### config.mk
export PLATFORM = sky130hd
export DESIGN_NAME = bus_arbiter4
export DESIGN_NICKNAME = d
export VERILOG_FILES = /design/src/rtl/bus_arbiter4.sv
export SDC_FILE = /design/constraint.sdc
export NUM_CORES = 1
export LEC_CHECK = 0
export ABC_AREA = 1
export BUFFER_PORTS_ARGS = -buffer_cell sky130_fd_sc_hd__buf_2
export CAP_MARGIN = 20
export CORE_MARGIN = 2
export CORE_UTILIZATION = 50
export CTS_CLUSTER_SIZE = 30
export DETAILED_ROUTE_END_ITERATION = 10
export PLACE_DENSITY = 0.73
export SETUP_SLACK_MARGIN = 0.1
export SLEW_MARGIN = 20
export SYNTH_ARGS = -nofsm -noshare
export SYNTH_HDL_FRONTEND = slang
export SYNTH_SLANG_ARGS = --single-unit
export TNS_END_PERCENT = 50
### constraint.sdc
create_clock -name clk -period 1.4 [get_ports clk]
set_input_delay 0.14 -clock clk [delete_from_list [all_inputs] [get_ports clk]]
set_output_delay 0.14 -clock clk [all_outputs]
set_load 0.005 [all_outputs]
### src/rtl/bus_arbiter4.sv
// bus_arbiter4: four-requester round-robin arbiter for one shared slave.
// A grant is held until the slave signals done, the owner withdraws its
// request, or the grant has been active for TIMEOUT_CYCLES cycles.
// Every output is a flop, so nothing on req or done reaches an output
// without first passing through a register.
//
// Handshake: req[i] is a level request that requester i holds high until
// it is granted. Once granted, the requester keeps req[i] high for as long
// as it wants the bus. The grant ends on the first edge where done=1
// (completion), req[owner]=0 (withdrawal) or the timeout fires. done is
// meaningful only while busy=1; in IDLE it is ignored.
module bus_arbiter4 #(
  parameter int TIMEOUT_CYCLES = 16
) (
  input  logic       clk,
  input  logic       rst,
  input  logic [3:0] req,
  input  logic       done,
  output logic [3:0] grant,
  output logic [1:0] sel,
  output logic       busy,
  output logic       timeout_err
);

  typedef enum logic [0:0] {
    IDLE  = 1'b0,
    OWNED = 1'b1
  } state_t;

  // Counter value at which an edge with done=0 aborts the grant.
  localparam logic [7:0] CNT_LAST = 8'(TIMEOUT_CYCLES - 1);

  state_t     state, state_n;
  logic [7:0] cnt, cnt_n;
  logic [1:0] last, last_n;
  logic [3:0] grant_n;
  logic [1:0] sel_n;
  logic       busy_n;
  logic       timeout_err_n;

  // The owner index that wins the next arbitration: search starts one
  // position after the previous owner and wraps, so the previous owner
  // comes last.
  function automatic logic [1:0] rr_pick(input logic [1:0] last_idx,
                                         input logic [3:0] r);
    logic [1:0] pick;
    logic [1:0] idx;
    logic       found;
    pick  = last_idx;
    found = 1'b0;
    for (int k = 1; k <= 4; k++) begin
      idx = last_idx + 2'(k);
      if (!found && r[idx]) begin
        pick  = idx;
        found = 1'b1;
      end
    end
    return pick;
  endfunction

  logic [1:0] winner;
  assign winner = rr_pick(last, req);

  // State and output registers; reset leaves last=3 so requester 0 is
  // favoured by the first arbitration.
  always_ff @(posedge clk or posedge rst) begin
    if (rst) begin
      state       <= IDLE;
      cnt         <= 8'd0;
      last        <= 2'd3;
      grant       <= 4'b0000;
      sel         <= 2'b00;
      busy        <= 1'b0;
      timeout_err <= 1'b0;
    end else begin
      state       <= state_n;
      cnt         <= cnt_n;
      last        <= last_n;
      grant       <= grant_n;
      sel         <= sel_n;
      busy        <= busy_n;
      timeout_err <= timeout_err_n;
    end
  end

  // Next-state and next-output logic. A release always lands in IDLE, so
  // at least one idle cycle separates consecutive grants.
  always_comb begin
    state_n       = state;
    cnt_n         = cnt;
    last_n        = last;
    grant_n       = grant;
    sel_n         = sel;
    busy_n        = busy;
    timeout_err_n = 1'b0;

    unique case (state)
      IDLE: begin
        grant_n = 4'b0000;
        busy_n  = 1'b0;
        cnt_n   = 8'd0;
        if (req != 4'b0000) begin
          state_n = OWNED;
          grant_n = 4'b0001 << winner;
          sel_n   = winner;
          busy_n  = 1'b1;
        end
      end

      OWNED: begin
        if (done || !req[sel] || cnt == CNT_LAST) begin
          // Completion and withdrawal take precedence over the timeout;
          // only a grant still wanted and not completed is aborted.
          state_n       = IDLE;
          grant_n       = 4'b0000;
          busy_n        = 1'b0;
          cnt_n         = 8'd0;
          last_n        = sel;
          timeout_err_n = !done && req[sel];
        end else begin
          cnt_n = cnt + 8'd1;
        end
      end

      default: begin
        state_n = IDLE;
        grant_n = 4'b0000;
        busy_n  = 1'b0;
        cnt_n   = 8'd0;
      end
    endcase
  end

endmodule
### Yosys cells after proc, flatten, opt, wreduce, memory -nomap -nowiden

Index checks and enable logic that the tools add are counted.
W data, S select, Z words.

* register bits after elaboration: 19

* add/sub/neg operators: 4
* $lt $le $gt $ge: 5
* equality and inequality tests: 2
* shift-type cells: 1
* multiplexer cells: 29
* bitwise operators: 1
* reductions and logical operators: 14

Operators by type and width (count)
* $pmux W8 S2: 1
* $lt A2 B3 Y1 const B: 5
* $mux W1: 13
* $bmux W1 S2: 5
* $add A8 B1 Y8 const B: 1
* $eq A8 B4 Y1 const B: 1
* $mux W2: 4
* $mux W4: 2
* $mux W8: 1
* $pmux W4 S2: 1
* $logic_not A1 Y1: 5
* $add A2 B2 Y2 const B: 2
* $logic_and A1 B1 Y1: 4
* $pmux W1 S2: 2
* $reduce_and A2 Y1: 2
* $reduce_bool A4 Y1: 1
* $shl A1 B2 Y4 const A: 1
* $add A2 B1 Y2 const B: 1
* $logic_or A1 B1 Y1: 2
* $ne A2 B1 Y1 const B: 1
* $not A1 Y1: 1

### Longest topological paths before layout

* depth in word-level cells: 16
* mapped depth: 12
* gate-level depth less buffers: 12

### Worst setup path before layout

No wires, ideal clock.

* path kind: register to register
* start: reg last[0]
* end: reg grant[2]
* arrival time: 1.337 ns
* slack: -0.053 ns
* stages on the path, launching flop included: 13
* cells stage by stage: dfstp_2 buf_6 nand2_1 nand2_1 nand2_2 nand2_4 inv_4 nand3_1 nand2_1 nand2_1 nand2_1 nand2_1 nand2_1

* longest elaborated chain between the ends: 16

RTL lines
* from (decl): line 35 `logic [1:0] last, last_n;`
* from (signal assigned): line 78 `last <= last_n;`
* $add A2 B1 Y2: line 52 `idx = last_idx + 2'(k);`
* $bmux W1 S2: line 53 `if (!found && r[idx]) begin`
* $mux W1 (not written as such): line 53
* $mux W1: line 53
* $logic_not A1 Y1: line 53
* $logic_and A1 B1 Y1: line 53
* $mux W1: line 53
* $logic_not A1 Y1: line 53
* $logic_and A1 B1 Y1: line 53
* $mux W1: line 53
* $logic_not A1 Y1: line 53
* $logic_and A1 B1 Y1: line 53
* $mux W2 *: line 53
* $shl A1 B2 Y4 *: line 104 `grant_n = 4'b0001 << winner;`
* $mux W4 *: line 102 `if (req != 4'b0000) begin`
* $pmux W4 S2 *: line 97 `unique case (state)`
* to (signal assigned): line 79 `grant <= grant_n;`
* to (decl): line 19 `output logic [3:0] grant,`

Every way passes the cells marked *; elsewhere a longest branch is shown, timed or not. The select of a mux whose other input is x is not followed.
A chain may end at the register's enable or synchronous reset.

### Worst setup path in the final report

* start: reg last[0]
* end: reg grant[3]

Same word-level chain as after synthesis.

==> flow_summary.yaml <==
final_layout:
  seqCellArea_um2: 479
  layout-drive-gt1-share_pct: 39.8
  layout.nets: 205
  n_antenna_cell: 0
  n_fill_cell: 192
  syn_to_final_growth_pct: 35.7
  multi_input_area_um2: 681
logic_synthesis:
  synth_top_area_share_pct: 37.9
  async_flop_share_pct: 100
  netlist-cell-type-count: 25
  syn_area_per_cell_um2: 7.10
  synth_area_leaders: "dfrtp_1 38%, nand2_1 24%, nand3_1 4.9%"
  synth_edf_count: 0
  yosys_warnings: 0
  synth_area_um2: 1120
  synth_area_leader_cell: "dfrtp_1"
  ys_seq_area_share_pct: 42.6
  syn_nets: 166
  synthCells: 158
  synth_seq_cells: 19
  yosys_most_used_dff: "dfrtp_1"
worst_setup_path:
  timing.rr.end: "grant[3]"
  critical-path-top-delay-family: "simple AND/OR/NAND/NOR gates"
  max_stage_delay_ns: 0.65
  critPathLaunchType: "flip-flop"
  path_max_fanout: 7
  r2r_cells: 11
  r2r_slack_ns: -0.26
  critical-path-slowest-cell: "dfstp_2"
  path_cells: "inv_4, nand2_2, nand2_2, nand2_4, nand2_8, o21ai_4, nand2_1, nand2_1, nand2_2, nand2_2, nand2_2"
  crit_required_ns: 1.62
  end_kind: "flip-flop"
  crit_type: "reg -> reg"
  crit_arrival_ns: 1.88
  r2r_start: "last[0]"
  path_common_cell: "nand2_2"
  cp_num_buf_inv: 1
timing:
  rsz0062_at_grt: "true"
  tns_ns: -1.89
  fmax_ghz: 0.603
  slew_headroom_pct: 75.1
  final-max-slew-violation-count: 0
  final-setup-viol-count: 14
  fin_crit_sh_pct: 119
  final.setup.worst_slack_ns: -0.259
  hold_viol: 0
  worst_slew_pin_slew_ns: 0.373
  skew_ns: 0.00327
  min_period_ns: 1.66
grt:
  grt_pass1_wl_um: 4570
  grt_max_degree: 20
  grt-ovfl-total: 0
  use_met3_pct: 2.05
  gr-usage-all-layers_pct: 23.9
  met2_usage_pct: 47.6
  met1_usage_pct: 24.6
  antenna_found_initial: 0
  busiest_layer: "met2"
  grt_pass1_vias: 1105
cts:
  clk_latency_ns: 0.31
  cts_buffers: 3
  cts_max_path_buffers: 2
  clkTransAtPathRegs_ns: 0.11
  cts_root_buffer: "clkbuf_4"
  cts_tree: "yes"
  cts_sinks: 19
  htree_levels: 1
floorplanning:
  ioPinCount: 15
  fp-row-count: 17
  chipWidth_um: 51.4
  die_h_um: 51.4
  floorplan.initialDensity_pct: 51.7
  core_um2: 2170
  dieArea_um2: 2640
drt:
  drtPass1Iterations: 4
  routedWlPerCell_um: 13.0
  antenna_left: 0
  routed_wl_um: 2910
  drcViolationCount: 0
  vias: 1158
  detail_route.iter0.violations: 27
  via_per_inst: 5.17
status:
  status: "finished with violations"
  violations: "negative setup slack"
power:
  vdd_drop_max_mv: 1.22
  p_leak_nw: 0.825
  power_density_nw_per_um2: 2110
  total_power_mw: 3.21
hold_path:
  whs_path_depth: 4
  min_to: "cnt[7]"
  hold_path.class: "in -> reg"
  hp-start: "done"
place:
  port_buffers: 14
  globalplace.congestion: 0.796
  dp.final_hpwl_um: 1940
job:
  maxCapViolations: 0
registers in the layout, indices dropped and copies added, names as in the netlist:
| name | cells |
|---|---|
| timeout_err | 1 |
| state | 1 |
| busy | 1 |
| sel | 2 |
| grant | 4 |
| cnt | 8 |
| last | 2 |
metrics by stage:
| step | util [%] | setup slack (ns) | hold WS [ns] | instances | area [um^2] |
|---|---|---|---|---|---|
| finish | 70.1 | -0.259 | 0.181 | 224 | 1520 |
| global route | 70.1 | -0.364 | 0.207 | 224 | 1520 |
| CTS | 67.1 | -0.181 | 0.182 | 224 | 1460 |
| detailed placement | 63.0 | -0.213 | 0.170 | 218 | 1370 |
| global placement | 63.0 | -0.175 | 0.163 | 218 | 1370 |
| floorplan | - | -0.0267 | 0.0896 | 158 | 1130 |
cells by family after synthesis:
logic type | synth area share [%]
and+or+nand+nor | 44.3
DFF | 42.6
buffers and inverters | 6.25
AOI/OAI and AO/OA | 4.91
xor gates and xnor gates | 0.781
adders and majority gates | 1.12
cell type report:
cell class / instances / area share, %
clock inverter: 1 / 0.329
sequential: 19 / 31.5
inverter: 15 / 4.03
multi-input combinational: 123 / 44.7
tap: 28 / 2.30
clock buffer: 3 / 1.48
timing repair buffer: 35 / 15.6
worst reg2reg max path: cells and delay by family (launching register included):
family	cells	cell delay (ns)
simple gates	9	0.67
buf+inv	1	0.09
compound gates	1	0.17
flops	1	0.65
where the power goes:
part	internal (mW)	total, mW	switching (mW)
clock	0.107	0.291	0.184
sequential	0.706	0.858	0.152
combinational	0.809	2.06	1.25
synth_stat cells, types with 2 or more instances:
master / n
nor2_1: 13
inv_1: 11
dfrtp_1: 17
nand2_1: 71
nand2_4: 2
nor3_1: 5
inv_2: 3
nand2_2: 5
o21ai_0: 3
dfstp_2: 2
a21oi_1: 2
nand3_1: 11
layout by cell type, fill, tap and decap left out:
master         instances
o21ai_1                2
a21oi_2                1
nand3_1                8
dlygate4sd3_1          1
nand2_4                5
ha_2                   1
nand4_1                1
clkinv_2               1
clkbuf_4               3
a31o_2                 1
o211ai_1               1
inv_2                  2
dfstp_2                2
buf_6                  2
xor2_1                 1
nand2_2               13
o21ai_0                1
nand3_4                1
o21ai_4                1
nand2_1               59
nand2_8                1
nor2_2                 2
nor3_2                 2
a21oi_1                2
nor3b_1                1
nor2_4                 1
dfrtp_2                1
nand3_2                4
dfrtp_1               16
nor3_1                 3
buf_2                 14
inv_4                  2
buf_4                 18
nor2_1                11
inv_1                 11
what timing repair did:
action,CTS,global route
hold buffers,1,0
pin swaps,8,7
endpoints found under the setup margin,19,19
hold endpoints to repair,17,0
gates resized for setup,16,17
cloned,0,0
buffers inserted,1,0
how the worst max path moves through the flow:
stage,startpoint,cells past startpoint,end
2_1_floorplan,last[1],11,grant[3]
3_3_place_gp,last[0],11,grant[3]
3_5_place_dp,last[0],11,grant[3]
4_1_cts,last[0],12,grant[3]
5_1_grt,last[0],12,grant[1]
6_report,last[0],11,grant[3]
routing by layer:
metal	up-vias	wire (um)
met4	0	67
met1	558	1150
li1	570	-
met2	23	1630
met5	-	0
met3	7	60
No activity file was read; power rests on OpenSTA's default activity.
